===== config.mk =====
export PLATFORM = sky130hd
export DESIGN_NAME = rv32i_lsu
export DESIGN_NICKNAME = d
export VERILOG_FILES = /design/src/rtl/rv32i_lsu.sv
export SDC_FILE = /design/constraint.sdc
export NUM_CORES = 1
export LEC_CHECK = 0
export BUFFER_PORTS_ARGS = -buffer_cell sky130_fd_sc_hd__buf_2
export CORE_AREA = 2 2 137 139
export DETAILED_ROUTE_END_ITERATION = 6
export DIE_AREA = 0 0 139 141
export PLACE_DENSITY_LB_ADDON = 0.1
export SYNTH_ARGS = -nofsm -noshare
export SYNTH_HDL_FRONTEND = slang
export SYNTH_SLANG_ARGS = --single-unit

===== constraint.sdc =====
create_clock -name clk_i -period 2.85 [get_ports clk_i]
set_input_delay 0.4275 -clock clk_i [delete_from_list [all_inputs] [get_ports clk_i]]
set_output_delay 0.4275 -clock clk_i [all_outputs]
set_load 0.05 [all_outputs]

===== src/rtl/rv32i_lsu.sv =====
// rv32i_lsu: RISC-V load/store unit. Decodes size/sign from func3, drives a
// word-wide data memory port with byte-lane enables, and splits accesses that
// straddle a word boundary into two memory transactions (or rejects them).
module rv32i_lsu #(
  parameter int XLEN        = 32,
  parameter int ADDR_W      = 32,
  parameter bit MISALIGN_EN = 1'b1
) (
  input  logic                clk_i,
  input  logic                resetn_i,
  input  logic                req_i,
  input  logic                we_i,
  input  logic [2:0]          func3_i,
  input  logic [ADDR_W-1:0]   addr_i,
  input  logic [XLEN-1:0]     wdata_i,
  output logic                busy_o,
  output logic                done_o,
  output logic                err_o,
  output logic [XLEN-1:0]     rdata_o,
  output logic                dmem_req_o,
  output logic                dmem_we_o,
  output logic [ADDR_W-1:0]   dmem_add_o,
  output logic [XLEN-1:0]     dmem_di_o,
  output logic [XLEN/8-1:0]   dmem_ble_o,
  input  logic                dmem_ack_i,
  input  logic [XLEN-1:0]     dmem_do_i
);

  localparam int NB    = XLEN / 8;
  localparam int OFF_W = $clog2(NB);

  typedef enum logic [1:0] {IDLE, ACC1, ACC2, RESP} state_e;

  // Encodings the unit refuses: reserved func3, unsigned stores, and
  // doubleword accesses on a 32-bit datapath.
  function automatic logic access_err(input logic [2:0] f3, input logic we);
    return (f3 == 3'b111) || (f3[2] && we) ||
           ((XLEN == 32) && (f3[1:0] == 2'b11)) ||
           ((XLEN == 32) && (f3 == 3'b110));
  endfunction

  // One enable bit per byte of the access, right-aligned.
  function automatic logic [NB-1:0] lane_mask(input logic [1:0] size);
    logic [NB-1:0] m;
    for (int i = 0; i < NB; i++) begin
      m[i] = (i < (1 << size));
    end
    return m;
  endfunction

  // One bit per data bit of the access, right-aligned.
  function automatic logic [XLEN-1:0] bit_mask(input logic [1:0] size);
    logic [XLEN-1:0] m;
    for (int i = 0; i < XLEN; i++) begin
      m[i] = (i < (8 << size));
    end
    return m;
  endfunction

  // Truncate a right-aligned load to its size, then sign- or zero-extend.
  function automatic logic [XLEN-1:0] ld_extend(input logic [XLEN-1:0] raw,
                                                input logic [1:0] size,
                                                input logic uns);
    logic [XLEN-1:0] m;
    logic            sgn;
    m = bit_mask(size);
    case (size)
      2'b00:   sgn = raw[7];
      2'b01:   sgn = raw[15];
      2'b10:   sgn = raw[31];
      default: sgn = raw[XLEN-1];
    endcase
    sgn = sgn & ~uns;
    return (raw & m) | (~m & {XLEN{sgn}});
  endfunction

  state_e              state_q, state_d;
  logic                we_q, we_d;
  logic [1:0]          size_q, size_d;
  logic                uns_q, uns_d;
  logic [OFF_W-1:0]    off_q, off_d;
  logic                split_q, split_d;
  logic [NB-1:0]       ble2_q, ble2_d;
  logic [XLEN-1:0]     di2_q, di2_d;
  logic [XLEN-1:0]     lo_q, lo_d;
  logic                dreq_q, dreq_d;
  logic                dwe_q, dwe_d;
  logic [ADDR_W-1:0]   dadd_q, dadd_d;
  logic [XLEN-1:0]     ddi_q, ddi_d;
  logic [NB-1:0]       dble_q, dble_d;
  logic                done_q, done_d;
  logic                err_q, err_d;
  logic [XLEN-1:0]     rdata_q, rdata_d;

  logic [OFF_W-1:0]    off_s;
  logic [2*NB-1:0]     wide_ble_s;
  logic [2*XLEN-1:0]   wide_di_s;
  logic                mis_s;
  logic                reject_s;
  logic                can_take_s;
  logic                accept_s;
  logic                refuse_s;
  logic [ADDR_W-1:0]   word_addr_s;
  logic [2*XLEN-1:0]   wide_rd_s;
  logic [2*XLEN-1:0]   shifted_s;
  logic [XLEN-1:0]     ld_s;

  // Request decode: lane/data placement across two words and accept/reject.
  always_comb begin
    off_s       = addr_i[OFF_W-1:0];
    wide_ble_s  = {{NB{1'b0}}, lane_mask(func3_i[1:0])} << off_s;
    wide_di_s   = {{XLEN{1'b0}}, (wdata_i & bit_mask(func3_i[1:0]))} << {off_s, 3'b000};
    mis_s       = |wide_ble_s[2*NB-1:NB];
    reject_s    = access_err(func3_i, we_i) || (mis_s && !MISALIGN_EN);
    can_take_s  = (state_q == IDLE) || (state_q == RESP);
    accept_s    = req_i && can_take_s && !reject_s;
    refuse_s    = req_i && can_take_s && reject_s;
    word_addr_s = {addr_i[ADDR_W-1:OFF_W], {OFF_W{1'b0}}};
  end

  // Load assembly: little-endian concatenation of both words, shifted down.
  always_comb begin
    if (split_q) begin
      wide_rd_s = {dmem_do_i, lo_q};
    end else begin
      wide_rd_s = {{XLEN{1'b0}}, dmem_do_i};
    end
    shifted_s = wide_rd_s >> {off_q, 3'b000};
    ld_s      = ld_extend(shifted_s[XLEN-1:0], size_q, uns_q);
  end

  // Next-state logic for the FSM, memory port registers and response.
  always_comb begin
    state_d = state_q;
    we_d    = we_q;
    size_d  = size_q;
    uns_d   = uns_q;
    off_d   = off_q;
    split_d = split_q;
    ble2_d  = ble2_q;
    di2_d   = di2_q;
    lo_d    = lo_q;
    dreq_d  = dreq_q;
    dwe_d   = dwe_q;
    dadd_d  = dadd_q;
    ddi_d   = ddi_q;
    dble_d  = dble_q;
    done_d  = 1'b0;
    err_d   = 1'b0;
    rdata_d = rdata_q;
    case (state_q)
      IDLE, RESP: begin
        if (accept_s) begin
          state_d = ACC1;
          we_d    = we_i;
          size_d  = func3_i[1:0];
          uns_d   = func3_i[2];
          off_d   = off_s;
          split_d = mis_s;
          ble2_d  = wide_ble_s[2*NB-1:NB];
          di2_d   = wide_di_s[2*XLEN-1:XLEN];
          dreq_d  = 1'b1;
          dwe_d   = we_i;
          dadd_d  = word_addr_s;
          dble_d  = wide_ble_s[NB-1:0];
          ddi_d   = wide_di_s[XLEN-1:0];
        end else if (refuse_s) begin
          state_d = RESP;
          done_d  = 1'b1;
          err_d   = 1'b1;
          rdata_d = {XLEN{1'b0}};
        end else begin
          state_d = IDLE;
        end
      end
      ACC1: begin
        if (dmem_ack_i) begin
          lo_d = dmem_do_i;
          if (split_q) begin
            state_d = ACC2;
            dadd_d  = dadd_q + ADDR_W'(NB);
            dble_d  = ble2_q;
            ddi_d   = di2_q;
          end else begin
            state_d = RESP;
            dreq_d  = 1'b0;
            dwe_d   = 1'b0;
            done_d  = 1'b1;
            rdata_d = we_q ? {XLEN{1'b0}} : ld_s;
          end
        end else begin
          state_d = ACC1;
        end
      end
      ACC2: begin
        if (dmem_ack_i) begin
          state_d = RESP;
          dreq_d  = 1'b0;
          dwe_d   = 1'b0;
          done_d  = 1'b1;
          rdata_d = we_q ? {XLEN{1'b0}} : ld_s;
        end else begin
          state_d = ACC2;
        end
      end
      default: begin
        state_d = IDLE;
        dreq_d  = 1'b0;
        dwe_d   = 1'b0;
      end
    endcase
  end

  // State and output registers; reset abandons any transaction in flight.
  always_ff @(posedge clk_i or negedge resetn_i) begin
    if (!resetn_i) begin
      state_q <= IDLE;
      we_q    <= 1'b0;
      size_q  <= 2'b00;
      uns_q   <= 1'b0;
      off_q   <= {OFF_W{1'b0}};
      split_q <= 1'b0;
      ble2_q  <= {NB{1'b0}};
      di2_q   <= {XLEN{1'b0}};
      lo_q    <= {XLEN{1'b0}};
      dreq_q  <= 1'b0;
      dwe_q   <= 1'b0;
      dadd_q  <= {ADDR_W{1'b0}};
      ddi_q   <= {XLEN{1'b0}};
      dble_q  <= {NB{1'b0}};
      done_q  <= 1'b0;
      err_q   <= 1'b0;
      rdata_q <= {XLEN{1'b0}};
    end else begin
      state_q <= state_d;
      we_q    <= we_d;
      size_q  <= size_d;
      uns_q   <= uns_d;
      off_q   <= off_d;
      split_q <= split_d;
      ble2_q  <= ble2_d;
      di2_q   <= di2_d;
      lo_q    <= lo_d;
      dreq_q  <= dreq_d;
      dwe_q   <= dwe_d;
      dadd_q  <= dadd_d;
      ddi_q   <= ddi_d;
      dble_q  <= dble_d;
      done_q  <= done_d;
      err_q   <= err_d;
      rdata_q <= rdata_d;
    end
  end

  // Stall covers the accepting cycle too, so it must see req_i directly.
  assign busy_o     = resetn_i && ((state_q == ACC1) || (state_q == ACC2) || accept_s);
  assign done_o     = done_q;
  assign err_o      = err_q;
  assign rdata_o    = rdata_q;
  assign dmem_req_o = dreq_q;
  assign dmem_we_o  = dwe_q;
  assign dmem_add_o = dadd_q;
  assign dmem_di_o  = ddi_q;
  assign dmem_ble_o = dble_q;

endmodule


# == Word-level counts from Yosys, hierarchy flattened ==
# Cells that the tools add are included.
# word_totals
register_bits,181
latch_bits,0
mem_bits_rw,0
romBits,0
inputBits,104
output_inout_bits,105
wordCells,176
mem_count,0
# classes
addsub,1
mul,0
div_mod_pow,0
magnitude_cmp,68
n_eq_ne,14
shifts,6
n_mux,41
bitwise,7
reduce_logical,22
# ops
operator,n
6-bit by 32-bit less-than comparator with 1-bit output (first input constant),32
5-bit by 32-bit less-than comparator with 1-bit output (first input constant),16
32-bit 2-to-1 mux,12
4-bit by 32-bit less-than comparator with 1-bit output (first input constant),8
3-bit by 32-bit less-than comparator with 1-bit output (first input constant),6
32-bit one-hot mux with 2 select lines,2
32-bit bitwise AND,3
1-bit by 32-bit less-than comparator with 1-bit output (first input constant),3
2-bit by 32-bit less-than comparator with 1-bit output (first input constant),3
32-bit one-hot mux with 3 select lines,1
64-bit 2-to-1 mux,1
32-bit by 5-bit << shifter with 64-bit output,1
4-bit by 2-bit << shifter with 32-bit output (first input constant),2
64-bit by 5-bit right shift with 32-bit output,1
32-bit by 3-bit adder with 32-bit output (second input constant),1
32-bit NOT,1
32-bit OR,1
1-bit by 2-bit << shifter with 32-bit output (first input constant),1
2-bit inequality test (second input constant),7
1-bit 2-to-1 mux,13
4-bit 2-to-1 mux,3
1-bit one-hot mux with 3 select lines,3
4-bit one-hot mux with 2 select lines,1
4-bit AND reduction,2
other kinds (18),35

# == Longest topological paths before layout ==
# Gate-level depths: netlist of run 1.
# logic_depth
ltp_word,10
depth_mapped,10
ltp_nobuf,7

# == Least setup slack after synthesis of run 1 ==
# OpenSTA, ideal clock, no wires.
# synth_timing
path_kind,flip-flop to flip-flop
startpoint,register dadd_q[7] (netlist: dmem_add_o[7])
endpoint,register dadd_q[26] (netlist: dmem_add_o[26])
setup_ps,130
arrival_ps,2265
required_ps,2720
path_slack_ps,454
path_stages_with_launch,8
path_buffers,2
period_less_slack_ps,2396
path_cell_list,dfrtp_1 -> clkbuf_1 -> nand4_1 -> or4_1 -> clkbuf_1 -> nor3_1 -> nand3b_1 -> nand4_1
# synth_between
elab_chain_len,4
# synth_lines
item,line,text
start: declaration,88,"logic [ADDR_W-1:0] dadd_q, dadd_d;"
start signal: assignment,228,dadd_q <= {ADDR_W{1'b0}};
32-bit by 3-bit adder with 32-bit output,181,dadd_d = dadd_q + ADDR_W'(NB);
32-bit 2-to-1 mux,179,if (split_q) begin
32-bit 2-to-1 mux,177,if (dmem_ack_i) begin
32-bit one-hot mux with 2 select lines,151,case (state_q)
# Every way passes these cells. The select of a mux whose other input is x is not followed.
# A chain may end at the register's enable or synchronous reset.

# == Worst setup path after layout of run 1 ==
# layout_timing
startpoint,register state_q[0]
endpoint,output port busy_o
# layout_between
elab_chain_len,6
elab_cells_between_ends,10
cone_classes,eq/ne (3); reduce/logical (7)
# layout_lines
item,line,text
start: declaration,77,"state_e state_q, state_d;"
start signal: assignment,235,state_q <= state_d;
2-bit == test / 2-bit logical NOT (equally long branches),115,can_take_s = (state_q == IDLE) || (state_q == RESP);
1-bit logical OR,115,
1-bit logical AND (2 in series),116,accept_s = req_i && can_take_s && !reject_s;
1-bit logical OR (*),256,assign busy_o = resetn_i && ((state_q == ACC1) || (state_q == ACC2) || accept_s);
1-bit logical AND (*),256,
end: declaration,16,"output logic busy_o,"
# Mark *: on every way between the ends. The rest lies on a longest branch, timed or not.

==> results of run 1 <==
## worst max-delay path by stage
stage | end | slack (ns) | from
floorplan | dmem_add_o[26] | 0.45 | dmem_add_o[7]
global placement | rdata_o[17] | 0.43 | split_q
detailed placement | rdata_o[26] | 0.41 | split_q
CTS | busy_o | 0.31 | state_q[0]
global route | busy_o | 0.19 | state_q[0]
finish | busy_o | 0.34 | state_q[0]
## metal layers
layer  routed length (µm)  track usage  part of all wire
met5                    0            0                 0
met4                  651        0.101             0.023
met2                13600        0.458              0.48
met3                 1700       0.0516             0.060
met1                12300        0.397              0.44
## worst reg2reg max path, delay by kind of cell (launching register included)
kind / cells / cell delay (ns)
AOI/OAI and AO/OA: 3 / 0.72
buffers and inverters: 1 / 0.21
DFF: 1 / 0.70
muxes: 1 / 0.56
and+or+nand+nor: 1 / 0.19
## placed cells by master, fill, tap and decap left out, types with 10 or more instances in the layout
cell,netlist,final
sky130_fd_sc_hd__buf_2,10,205
sky130_fd_sc_hd__dfrtp_1,170,169
sky130_fd_sc_hd__nand4_1,11,11
sky130_fd_sc_hd__o21ai_0,86,85
sky130_fd_sc_hd__mux2_2,60,60
sky130_fd_sc_hd__clkbuf_16,0,17
sky130_fd_sc_hd__inv_1,14,14
sky130_fd_sc_hd__nor3_1,17,17
sky130_fd_sc_hd__a22o_1,10,10
sky130_fd_sc_hd__buf_4,2,34
sky130_fd_sc_hd__a21oi_1,42,42
sky130_fd_sc_hd__a22oi_1,29,29
sky130_fd_sc_hd__mux2i_1,44,44
sky130_fd_sc_hd__o2bb2ai_1,25,25
sky130_fd_sc_hd__nor2_1,69,68
sky130_fd_sc_hd__a221oi_1,22,22
sky130_fd_sc_hd__nand3_1,36,36
sky130_fd_sc_hd__a221o_1,10,10
sky130_fd_sc_hd__a221o_2,10,10
sky130_fd_sc_hd__nand2_1,125,125
## flip-flops by register name, summed over array words and instances (netlist names), 2 cells and up
register and flops:
ble2_q 3, di2_q 24, dmem_add_o 30, dmem_ble_o 4, dmem_di_o 32, lo_q 32, off_q 2, rdata_o 32
size_q 2, state_q 2
## report_power, final
part / leakage [nW] / switching, mW / internal [mW] / total [mW]
Sequential: 2.12 / 0.913 / 3.49 / 4.41
Combinational: 2.90 / 5.88 / 2.99 / 8.87
Clock: 0.281 / 1.04 / 1.21 / 2.25
Total: 5.30 / 7.83 / 7.69 / 15.5
## synth_stat cells, drive strengths merged, types with 6 or more instances
cell     count
buf         28
and4         7
inv         14
nor2b        7
dfrtp      170
nand2      125
mux2i       44
nand4       11
o21ai       86
nand3       36
nor4         9
a21o         6
a221oi      22
nor2        70
clkbuf      55
and3         6
o2bb2ai     25
nand3b       6
a211o        8
nor3        18
a22o        10
o31ai       10
o21a         6
a221o       20
nand4b       6
mux2        60
a22oi       29
o31a         7
a21oi       42
## final cells by class
cell class	count	area, µm²
clock inverters	12	105
repair buffers	243	1350
well taps	234	293
flip-flops and latches	170	4260
inverters	16	60.1
clock buffers	20	467
fillers	1650	6930
diodes	1	2.50
multi-input cells	727	4800
## cell families after synthesis
| logic type | after synthesis |
|---|---|
| AO/OA/AOI/OAI | 301 |
| adder cells (fa/ha/maj) | 3 |
| buffers and inverters | 99 |
| flip-flops | 170 |
| multiplexers | 105 |
| other | 1 |
| AND/OR/NAND/NOR | 316 |
==> results.md, run 1 <==
| Result | Value | Unit |
|---|---|---|
| Outcome | finished clean | - |
| VDD IR max | 1.21 | mV |
| Count of boundary I/O pins | 209 | - |
| Core area | 18300 | µm² |
| Primary flip-flop cell chosen by synthesis mapping | sky130_fd_sc_hd__dfrtp_1 | - |
| GRT Residual Overflow | 0 | - |
| Area of all placed cells without fillers | 11300 | µm² |
| Share of layout cells above drive strength 1 | 0.300 | - |
| Via count of the first global-routing pass | 8065 | - |
| Clock Tree Buf Depth | 2 | - |
| Mux contribution to synthesized area | 0.120 | - |
| Number of flops mapped to enable cells by yosys | 0 | - |
| Clock skew | 0.00797 | ns |
| Part of the cycle the worst path needs | 0.880 | - |
| CP max stage delay | 0.36 | ns |
| Average vias per placed instance | 6.03 | - |
| Adder-Cell Fraction of Synth Area | 0.00397 | - |
| Vias after detailed routing | 8586 | - |
| Antenna violations before repair | 1 | - |
| Pwr Total | 15.5 | mW |
| Violation count after the first detailed-route iteration | 720 | - |
| Synth area leader | sky130_fd_sc_hd__dfrtp_1 | - |
| Reg2reg end | rdata_o[26] | - |
| Fin nets | 1282 | - |
| Number of buffers added by the clock tree synthesis step | 17 | - |
| IO Port Bufs | 206 | - |
| Post-synthesis register bit count | 170 | - |
| Remaining number of nets flagged by the antenna check after routing | 0 | - |
| Final routed DRC violation total | 0 | - |
| Clock-pin slew of the registers on the worst-case setup and hold paths | 0.07 | ns |
| Area delta synth->final | 19.9 | % |
| Hold bufs inserted after CTS | 0 | - |
| Final Hold Vio Count | 0 | - |
| Worst-case setup slack after placement | 0.409 | ns |
| Post-layout utilization of the core | 0.621 | - |
| FF-to-FF path depth | 6 | - |
| Yosys cell types | 62 | - |
| Share of synthesized cell area in and, or, nand and nor gates | 0.157 | - |
| Reg-to-reg setup timing slack | 0.37 | ns |
| Worst-path maximum fanout | 12 | - |
| Core Rows | 50 | - |
| Final cell count without fillers | 1423 | - |
| Most used cell, CP | sky130_fd_sc_hd__buf_4 | - |
| Post-Synthesis Cell Area | 9460 | µm² |
| Power per Cell Area | 1370 | nW/µm² |
| Final count of negative-setup-slack endpoints | 0 | - |
| Number of iterations in the first detailed-routing pass | 5 | - |
| Global Route Usage Sum | 0.287 | - |
| Setup TNS Final | 0 | ns |
| GPL Wtd Cong | 0.930 | - |
| Main combinational cell family by area after synthesis | compound AO/OA/AOI/OAI gates | - |
| Clock net sink count | 170 | - |
| Max-slew headroom at the worst pin | 0.321 | - |
| Leakage | 5.30 | nW |
| Share of synthesized flip-flops with an asynchronous set or reset | 1.00 | - |
| Worst endpoint data arrival time | 2.08 | ns |
| Number of instances in the synthesized netlist | 995 | - |
| Total buffers and inverters traversed by the critical path | 5 | - |
| Dpl hpwl | 19.9 | mm |
| TritonCTS clock tree | built | - |
| RSZ-0062 raised after global routing | no | - |
| Placed Cells | 1390 | - |
| Crit path setup slack, layout | 0.342 | ns |
| Chain of cells forming the critical path | inv_1 -> ha_1 -> buf_4 -> clkinv_1 -> a31oi_1 -> buf_4 -> nor2b_1 -> buf_2 | - |
| Fin. max-slew vios | 0 | - |
| Hold crit path type | in2async | - |
| Count of buffers added by post-CTS timing repair for setup | 0 | - |
| First-pass GRT wire length | 44.3 | mm |
| Max Freq | 399 | MHz |
| Time the final worst path needs with I/O delays and setup | 2.51 | ns |
| Number of levels in the clock H-tree | 4 | - |
| Crit path max-delay cell type | sky130_fd_sc_hd__dfrtp_1 | - |
| Fraction of the yosys area taken by sequential cells | 0.450 | - |
| Die extent in x | 139 | µm |
| Avg Cell Area, Syn | 9.50 | µm² |
| Endpoint kind of the worst setup timing path | output port | - |
| Vertical die dimension | 141 | µm |
| Die area | 19600 | µm² |
| Starting Density | 0.518 | - |
| Post-Route WL | 28.2 | mm |
| Post-Route Hold Slack | 0.0630 | ns |
| Slew of the pin with the lowest slew margin | 1.02 | ns |
| Path type of the worst setup path | reg2out | - |
| Reg2Reg Launch Point | split_q | - |
| Placement Cell Area | 10800 | µm² |
| Proportion of netlist area held by the largest area contributor | 0.450 | - |
| Largest net degree at the start of global routing | 116 | - |
| Count of cells resized by post-cts repair | 0 | - |
| Clock tree root driver cell | sky130_fd_sc_hd__clkbuf_16 | - |
| Xor and xnor area share after synthesis | 0 | - |
| Routed wire length per instance | 19.8 | µm |
| Required time of the critical path | 2.42 | ns |
| Cell family contributing the most delay on the critical path | buffers and inverters | - |
| Largest cells by area after synthesis | sky130_fd_sc_hd__dfrtp_1 (45%), sky130_fd_sc_hd__mux2_2 (7.1%), sky130_fd_sc_hd__nand2_1 (5.0%) | - |
| Number of maximum-capacitance constraint violations | 0 | - |
| Later-pin clock latency in the skew report | 0.43 | ns |
| Yosys synthesis warning count | 0 | - |
| Number of logic stages on the critical path including buffering | 8 | - |
| Synthesized-area fraction occupied by ao, oa, aoi and oai cells | 0.226 | - |
| Nature of the critical path startpoint | flip-flop | - |
(Power assumes the default switching activity.)
==> inputs of run 2 (changes only) <==
MAX_ROUTING_LAYER = met4   (was not set)
==> run 2 against run 1 <==
  * Hold slack gained 0.011 ns
  * Sequential power about the same
  * Non-clock buffer count is 1 higher
  * Critical path type unchanged
==> results.md, run 2 (synthesis results as in run 1) <==
| Result | Value | Unit | Delta |
|---|---|---|---|
| Outcome | finished clean | - |  |
| Final Hold Vio Count | 0 | - | unchanged |
| Clock skew | 0.00893 | ns | +0.000957 ns |
| Leakage | 5.34 | nW | +0.74% |
| Number of iterations in the first detailed-routing pass | 5 | - | unchanged |
| Number of maximum-capacitance constraint violations | 0 | - | unchanged |
| RSZ-0062 raised after global routing | no | - |  |
| Placed Cells | 1391 | - | +0.072% |
| TritonCTS clock tree | built | - |  |
| Post-Route Hold Slack | 0.0736 | ns | +0.0107 ns |
| Worst-path maximum fanout | 12 | - | unchanged |
| GRT Residual Overflow | 0 | - | unchanged |
| Part of the cycle the worst path needs | 0.869 | - | -0.0109 |
| Endpoint kind of the worst setup timing path | output port | - |  |
| Number of levels in the clock H-tree | 4 | - | unchanged |
| Required time of the critical path | 2.42 | ns | about the same |
| Chain of cells forming the critical path | inv_1 -> ha_1 -> buf_4 -> clkinv_1 -> a31oi_1 -> buf_4 -> nor2b_1 -> buf_2 | - |  |
| Crit path setup slack, layout | 0.373 | ns | +0.0311 ns |
| IO Port Bufs | 206 | - | unchanged |
| Remaining number of nets flagged by the antenna check after routing | 0 | - | unchanged |
| Crit path max-delay cell type | sky130_fd_sc_hd__dfrtp_1 | - |  |
| Number of buffers added by the clock tree synthesis step | 17 | - | unchanged |
| Area delta synth->final | 20.6 | % |  |
| Number of filler instances in the final layout | 1580 | - | -4.2% |
| Slew of the pin with the lowest slew margin | 1.03 | ns | +0.00959 ns |
| Vias after detailed routing | 8676 | - | +1.0% |
| Clock-pin slew of the registers on the worst-case setup and hold paths | 0.07 | ns | about the same |
| Hold bufs inserted after CTS | 0 | - | unchanged |
| Final count of negative-setup-slack endpoints | 0 | - | unchanged |
| Hold crit path type | in2async | - |  |
| Leading cell types in the layout, fill and taps excluded | sky130_fd_sc_hd__buf_2 (205), sky130_fd_sc_hd__dfrtp_1 (169), sky130_fd_sc_hd__nand2_1 (125), sky130_fd_sc_hd__o21ai_0 (85), sky130_fd_sc_hd__nor2_1 (68) | - |  |
| Nature of the critical path startpoint | flip-flop | - |  |
| Total buffers and inverters traversed by the critical path | 5 | - | unchanged |
| Path type of the worst setup path | reg2out | - |  |
| Routed wire length per instance | 20.0 | µm | +0.84% |
| Placement Cell Area | 10800 | µm² | about the same |
| Starting Density | 0.518 | - | unchanged |
| Later-pin clock latency in the skew report | 0.44 | ns | about the same |
| Most used cell, CP | sky130_fd_sc_hd__buf_4 | - |  |
| Power per Cell Area | 1390 | nW/µm² | +1.3% |
| Die extent in x | 139 | µm | unchanged |
| Average vias per placed instance | 6.09 | - | +0.98% |
| Largest net degree at the start of global routing | 115 | - | -0.86% |
| Share of layout cells above drive strength 1 | 0.300 | - | +0.000589 |
| Via count of the first global-routing pass | 8025 | - | -0.50% |
| Worst endpoint data arrival time | 2.05 | ns | -0.03 ns |
| Area of all placed cells without fillers | 11400 | µm² | +0.62% |
| Post-Route WL | 28.5 | mm | +0.91% |
| Core area | 18300 | µm² | unchanged |
| VDD IR max | 0.666 | mV | -45% |
| Time the final worst path needs with I/O delays and setup | 2.48 | ns | -0.0311 ns |
| CP max stage delay | 0.35 | ns | about the same |
| Seq. cell area | 4260 | µm² | unchanged |
| Count of cells resized by post-cts repair | 0 | - | unchanged |
| Fin. max-slew vios | 0 | - | unchanged |
| Multi-input gate area in the final layout | 4800 | µm² | unchanged |
| Post-layout utilization of the core | 0.624 | - | +0.00384 |
| Pwr Total | 15.8 | mW | +1.9% |
| Dpl hpwl | 19.9 | mm | +0.40% |
| Count of boundary I/O pins | 209 | - | unchanged |
| Vertical die dimension | 141 | µm | unchanged |
| Global Route Usage Sum | 0.295 | - | +0.00834 |
| Core Rows | 50 | - | unchanged |
| Final routed DRC violation total | 0 | - | unchanged |
| Worst-case setup slack after placement | 0.455 | ns | +0.0463 ns |
| Cell family contributing the most delay on the critical path | buffers and inverters | - |  |
| Clock tree root driver cell | sky130_fd_sc_hd__clkbuf_16 | - |  |
| Count of buffers added by post-CTS timing repair for setup | 0 | - | unchanged |
| Most common library cell in the layout ignoring fill and taps | sky130_fd_sc_hd__buf_2 | - |  |
| Violation count after the first detailed-route iteration | 689 | - | -4.3% |
| Fin nets | 1283 | - | +0.078% |
| Antenna violations before repair | 1 | - | unchanged |
| Max-slew headroom at the worst pin | 0.314 | - | -0.00642 |
| Die area | 19600 | µm² | unchanged |
| GPL Wtd Cong | 0.959 | - | +3.2% |
| Clock Tree Buf Depth | 2 | - | unchanged |
| First-pass GRT wire length | 44.4 | mm | +0.17% |
| Final cell count without fillers | 1424 | - | +0.070% |
| Clock net sink count | 170 | - | unchanged |
| Setup TNS Final | 0 | ns | unchanged |
| Max Freq | 404 | MHz | +1.3% |
run 2: worst paths after layout:
kind | startpoint | to | slack [ns] | depth (start not counted)
setup / recovery | state_q[0] | busy_o | 0.37 | 8
hold / removal | resetn_i | lo_q[10] | 0.07 | 2
setup reg to reg | split_q | rdata_o[29] | 0.43 | 7
hold reg to reg | dmem_di_o[18] | dmem_di_o[18] | 0.48 | 2
max in group asynchronous | resetn_i | dmem_add_o[25] | 2.16 | 2
min in group clk_i | addr_i[21] | dmem_add_o[21] | 0.22 | 3
run 2: worst register-to-register path, stage by stage (launching register included):
cell,delay (ns)
sky130_fd_sc_hd__dfrtp_1,0.47
sky130_fd_sc_hd__buf_4,0.25
sky130_fd_sc_hd__nor2b_1,0.58
sky130_fd_sc_hd__a22o_1,0.26
sky130_fd_sc_hd__a2111o_1,0.16
sky130_fd_sc_hd__a211oi_4,0.07
sky130_fd_sc_hd__buf_4,0.21
sky130_fd_sc_hd__a221o_2,0.31
run 2: layer usage:
layer  vias up  track usage  share of wire
met5         -            -              0
met4         0        0.108          0.028
li1       4082            -              -
met3        50       0.0431          0.055
met2       308        0.457           0.48
met1      4236        0.399           0.44
run 2: layout make-up:
type,instances,share of cell area
Timing Repair Buffer,244,0.119
Sequential cell,170,0.373
Multi-Input combinational cell,727,0.421
Tap cell,234,0.0257
Inverter,16,0.00526
Clock buffer,18,0.0385
Clock inverter,14,0.0171
Antenna cell,1,0.000219
run 2: report_power, final:
part	switching (mW)	internal, mW	leakage [nW]
combinational	5.92	3.00	2.90
clock	1.01	1.50	0.316
sequential	0.897	3.49	2.12
==> inputs of run 3 (changes only) <==
CORE_AREA = 2 2 157 159   (was 2 2 137 139)
DIE_AREA = 0 0 159 161   (was 0 0 139 141)
==> run 3 against run 2 <==
  * Non-clock buffer count is 1 lower
  * Clock skew is 0.0029 ns higher
  * Register-to-register slack worse by 0.05 ns
  * Highest routed layer unchanged
  * Critical endpoint unchanged
  * First-iteration DRC count is 19% lower
  * Sequential share of layout area hardly changed
==> results.md, run 3 (synthesis results as in run 1) <==
| Result | Value | Unit | Delta |
|---|---|---|---|
| Outcome | finished clean | - |  |
| Number of maximum-capacitance constraint violations | 0 | - | unchanged |
| Time the final worst path needs with I/O delays and setup | 2.51 | ns | +0.0304 ns |
| Clock tree root driver cell | sky130_fd_sc_hd__clkbuf_16 | - |  |
| IO Port Bufs | 206 | - | unchanged |
| Max-slew headroom at the worst pin | 0.245 | - | -0.0694 |
| Core Rows | 57 | - | +14% |
| Most common library cell in the layout ignoring fill and taps | sky130_fd_sc_hd__buf_2 | - |  |
| Vias after detailed routing | 8489 | - | -2.2% |
| Violation count after the first detailed-route iteration | 561 | - | -19% |
| Reg-to-reg setup timing slack | 0.38 | ns | -0.05 ns |
| CP Capture Point | busy_o | - |  |
| Clock Tree Buf Depth | 2 | - | unchanged |
| Crit. Startpoint | state_q[1] | - |  |
| Core area | 24000 | µm² | +31% |
| Routed wire length per instance | 19.7 | µm | -1.3% |
| Post-Route WL | 29.9 | mm | +4.8% |
| Multi-input gate area in the final layout | 4810 | µm² | +0.10% |
| Crit path max-delay cell type | sky130_fd_sc_hd__dfrtp_1 | - |  |
| FF-to-FF path depth | 6 | - | -1 |
| Worst-path maximum fanout | 12 | - | unchanged |
| Reg2reg end | dmem_add_o[28] | - |  |
| Nature of the critical path startpoint | flip-flop | - |  |
| Seq. cell area | 4260 | µm² | unchanged |
| Leakage | 5.28 | nW | -1.1% |
| Final routed DRC violation total | 0 | - | unchanged |
| Average vias per placed instance | 5.61 | - | -7.9% |
| Crit path setup slack, layout | 0.343 | ns | -0.0304 ns |
| Share of layout cells above drive strength 1 | 0.300 | - | -0.000589 |
| Dpl hpwl | 20.9 | mm | +5.0% |
| Slew of the pin with the lowest slew margin | 1.12 | ns | +0.0992 ns |
| Die extent in x | 159 | µm | +14% |
| Number of buffers added by the clock tree synthesis step | 17 | - | unchanged |
| Pwr Total | 15.5 | mW | -1.8% |
| Die area | 25600 | µm² | +31% |
| Placement Cell Area | 10900 | µm² | +0.79% |
| Number of levels in the clock H-tree | 4 | - | unchanged |
| Max Freq | 399 | MHz | -1.2% |
| Chain of cells forming the critical path | ha_1 -> buf_4 -> clkinv_1 -> a31oi_1 -> buf_4 -> nor2b_1 -> buf_2 | - |  |
| CP max stage delay | 0.39 | ns | +0.04 ns |
| Via count of the first global-routing pass | 8251 | - | +2.8% |
| Part of the cycle the worst path needs | 0.880 | - | +0.0106 |
| Number of iterations in the first detailed-routing pass | 4 | - | -1 |
| Setup TNS Final | 0 | ns | unchanged |
| VDD IR max | 0.894 | mV | +34% |
| Clock net sink count | 170 | - | unchanged |
| Hold bufs inserted after CTS | 0 | - | unchanged |
| Count of boundary I/O pins | 209 | - | unchanged |
| Final Hold Vio Count | 0 | - | unchanged |
| Count of buffers added by post-CTS timing repair for setup | 0 | - | unchanged |
| Fin. max-slew vios | 0 | - | unchanged |
| Most used cell, CP | sky130_fd_sc_hd__buf_4 | - |  |
| Vertical die dimension | 161 | µm | +14% |
| Remaining number of nets flagged by the antenna check after routing | 0 | - | unchanged |
| Area of all placed cells without fillers | 11400 | µm² | +0.12% |
| Worst endpoint data arrival time | 2.08 | ns | +0.03 ns |
| Worst-case setup slack after placement | 0.380 | ns | -0.0756 ns |
| Post-Route Hold Slack | 0.136 | ns | +0.0624 ns |
| Endpoint kind of the worst setup timing path | output port | - |  |
| Starting Density | 0.395 | - | -0.123 |
| Largest net degree at the start of global routing | 125 | - | +8.7% |
| Power per Cell Area | 1360 | nW/µm² | -1.9% |
| First-pass GRT wire length | 47.3 | mm | +6.5% |
| Required time of the critical path | 2.42 | ns | about the same |
| Clock-pin slew of the registers on the worst-case setup and hold paths | 0.07 | ns | about the same |
| Final count of negative-setup-slack endpoints | 0 | - | unchanged |
| GRT Residual Overflow | 0 | - | unchanged |
| RSZ-0062 raised after global routing | no | - |  |
| Later-pin clock latency in the skew report | 0.43 | ns | about the same |
| Clock skew | 0.0118 | ns | +0.00290 ns |
| TritonCTS clock tree | built | - |  |
| GPL Wtd Cong | 0.846 | - | -12% |
| Number of filler instances in the final layout | 2413 | - | +53% |
| Global Route Usage Sum | 0.240 | - | -0.0547 |
| Hold crit path type | in2async | - |  |
| Count of cells resized by post-cts repair | 0 | - | unchanged |
| Fin nets | 1282 | - | -0.078% |
| Leading cell types in the layout, fill and taps excluded | sky130_fd_sc_hd__buf_2 (205), sky130_fd_sc_hd__dfrtp_1 (169), sky130_fd_sc_hd__nand2_1 (125), sky130_fd_sc_hd__o21ai_0 (85), sky130_fd_sc_hd__nor2_1 (68) | - |  |
| Path type of the worst setup path | reg2out | - |  |
| Antenna violations before repair | 1 | - | unchanged |
| Area delta synth->final | 20.8 | % |  |
| Reg2Reg Launch Point | dmem_add_o[2] | - |  |
-- run 3: changes by cell type in the layout (fill, tap and decap cells not counted), sizes merged --
cell,change
buf,-1
clkinv,-1
bufinv,-3
clkbuf,+1
clkinvlp,+3
-- run 3: power by group --
part           internal [mW]  switching, mW  leakage (nW)
clock                   1.23           1.04         0.270
sequential              3.49          0.936          2.12
combinational           2.96           5.88          2.89
total                   7.69           7.86          5.28
-- run 3: stage by stage --
step	cells	util
finish	1513	0.477
global placement	1480	0.453
CTS	1512	0.477
detailed placement	1480	0.453
global route	1513	0.477
floorplan	996	-
-- run 3: layer usage --
layer  wire (µm)  global-route usage  share of wire  vias to the layer above
li1            -                   -              -                     4089
met1       14500               0.342           0.49                     4119
met2       13500               0.362           0.45                      252
met3        1440              0.0357          0.048                       29
met4         404              0.0603          0.014                        0
met5           0                   -              0                        -
-- run 3: layout make-up --
type / count / share of cell area
Clock inverter: 13 / 0.0105
Sequential cell: 170 / 0.373
Antenna cell: 1 / 0.000219
Clock buffer: 19 / 0.0388
Inverter: 16 / 0.00526
Timing Repair Buffer: 243 / 0.116
Multi-Input combinational cell: 727 / 0.421
Tap cell: 324 / 0.0355
-- run 3: critical path: cells and delay by family (launching register included) --
family          cells  cell delay [ns]
fa+ha+maj           1             0.32
simple gates        1             0.06
compound gates      1             0.17
flops               1             0.39
buf+inv             4             0.71
-- run 3: worst min path at each step --
stage	start	endpoint	slack, ns	cells after the start
floorplan	resetn_i	ble2_q[0]	0.13	0
global placement	dmem_di_o[18]	dmem_di_o[18]	0.46	2
detailed placement	dmem_di_o[18]	dmem_di_o[18]	0.47	2
CTS	resetn_i	dmem_add_o[12]	0.15	2
global route	resetn_i	dmem_add_o[12]	0.19	2
finish	resetn_i	dmem_add_o[12]	0.14	2
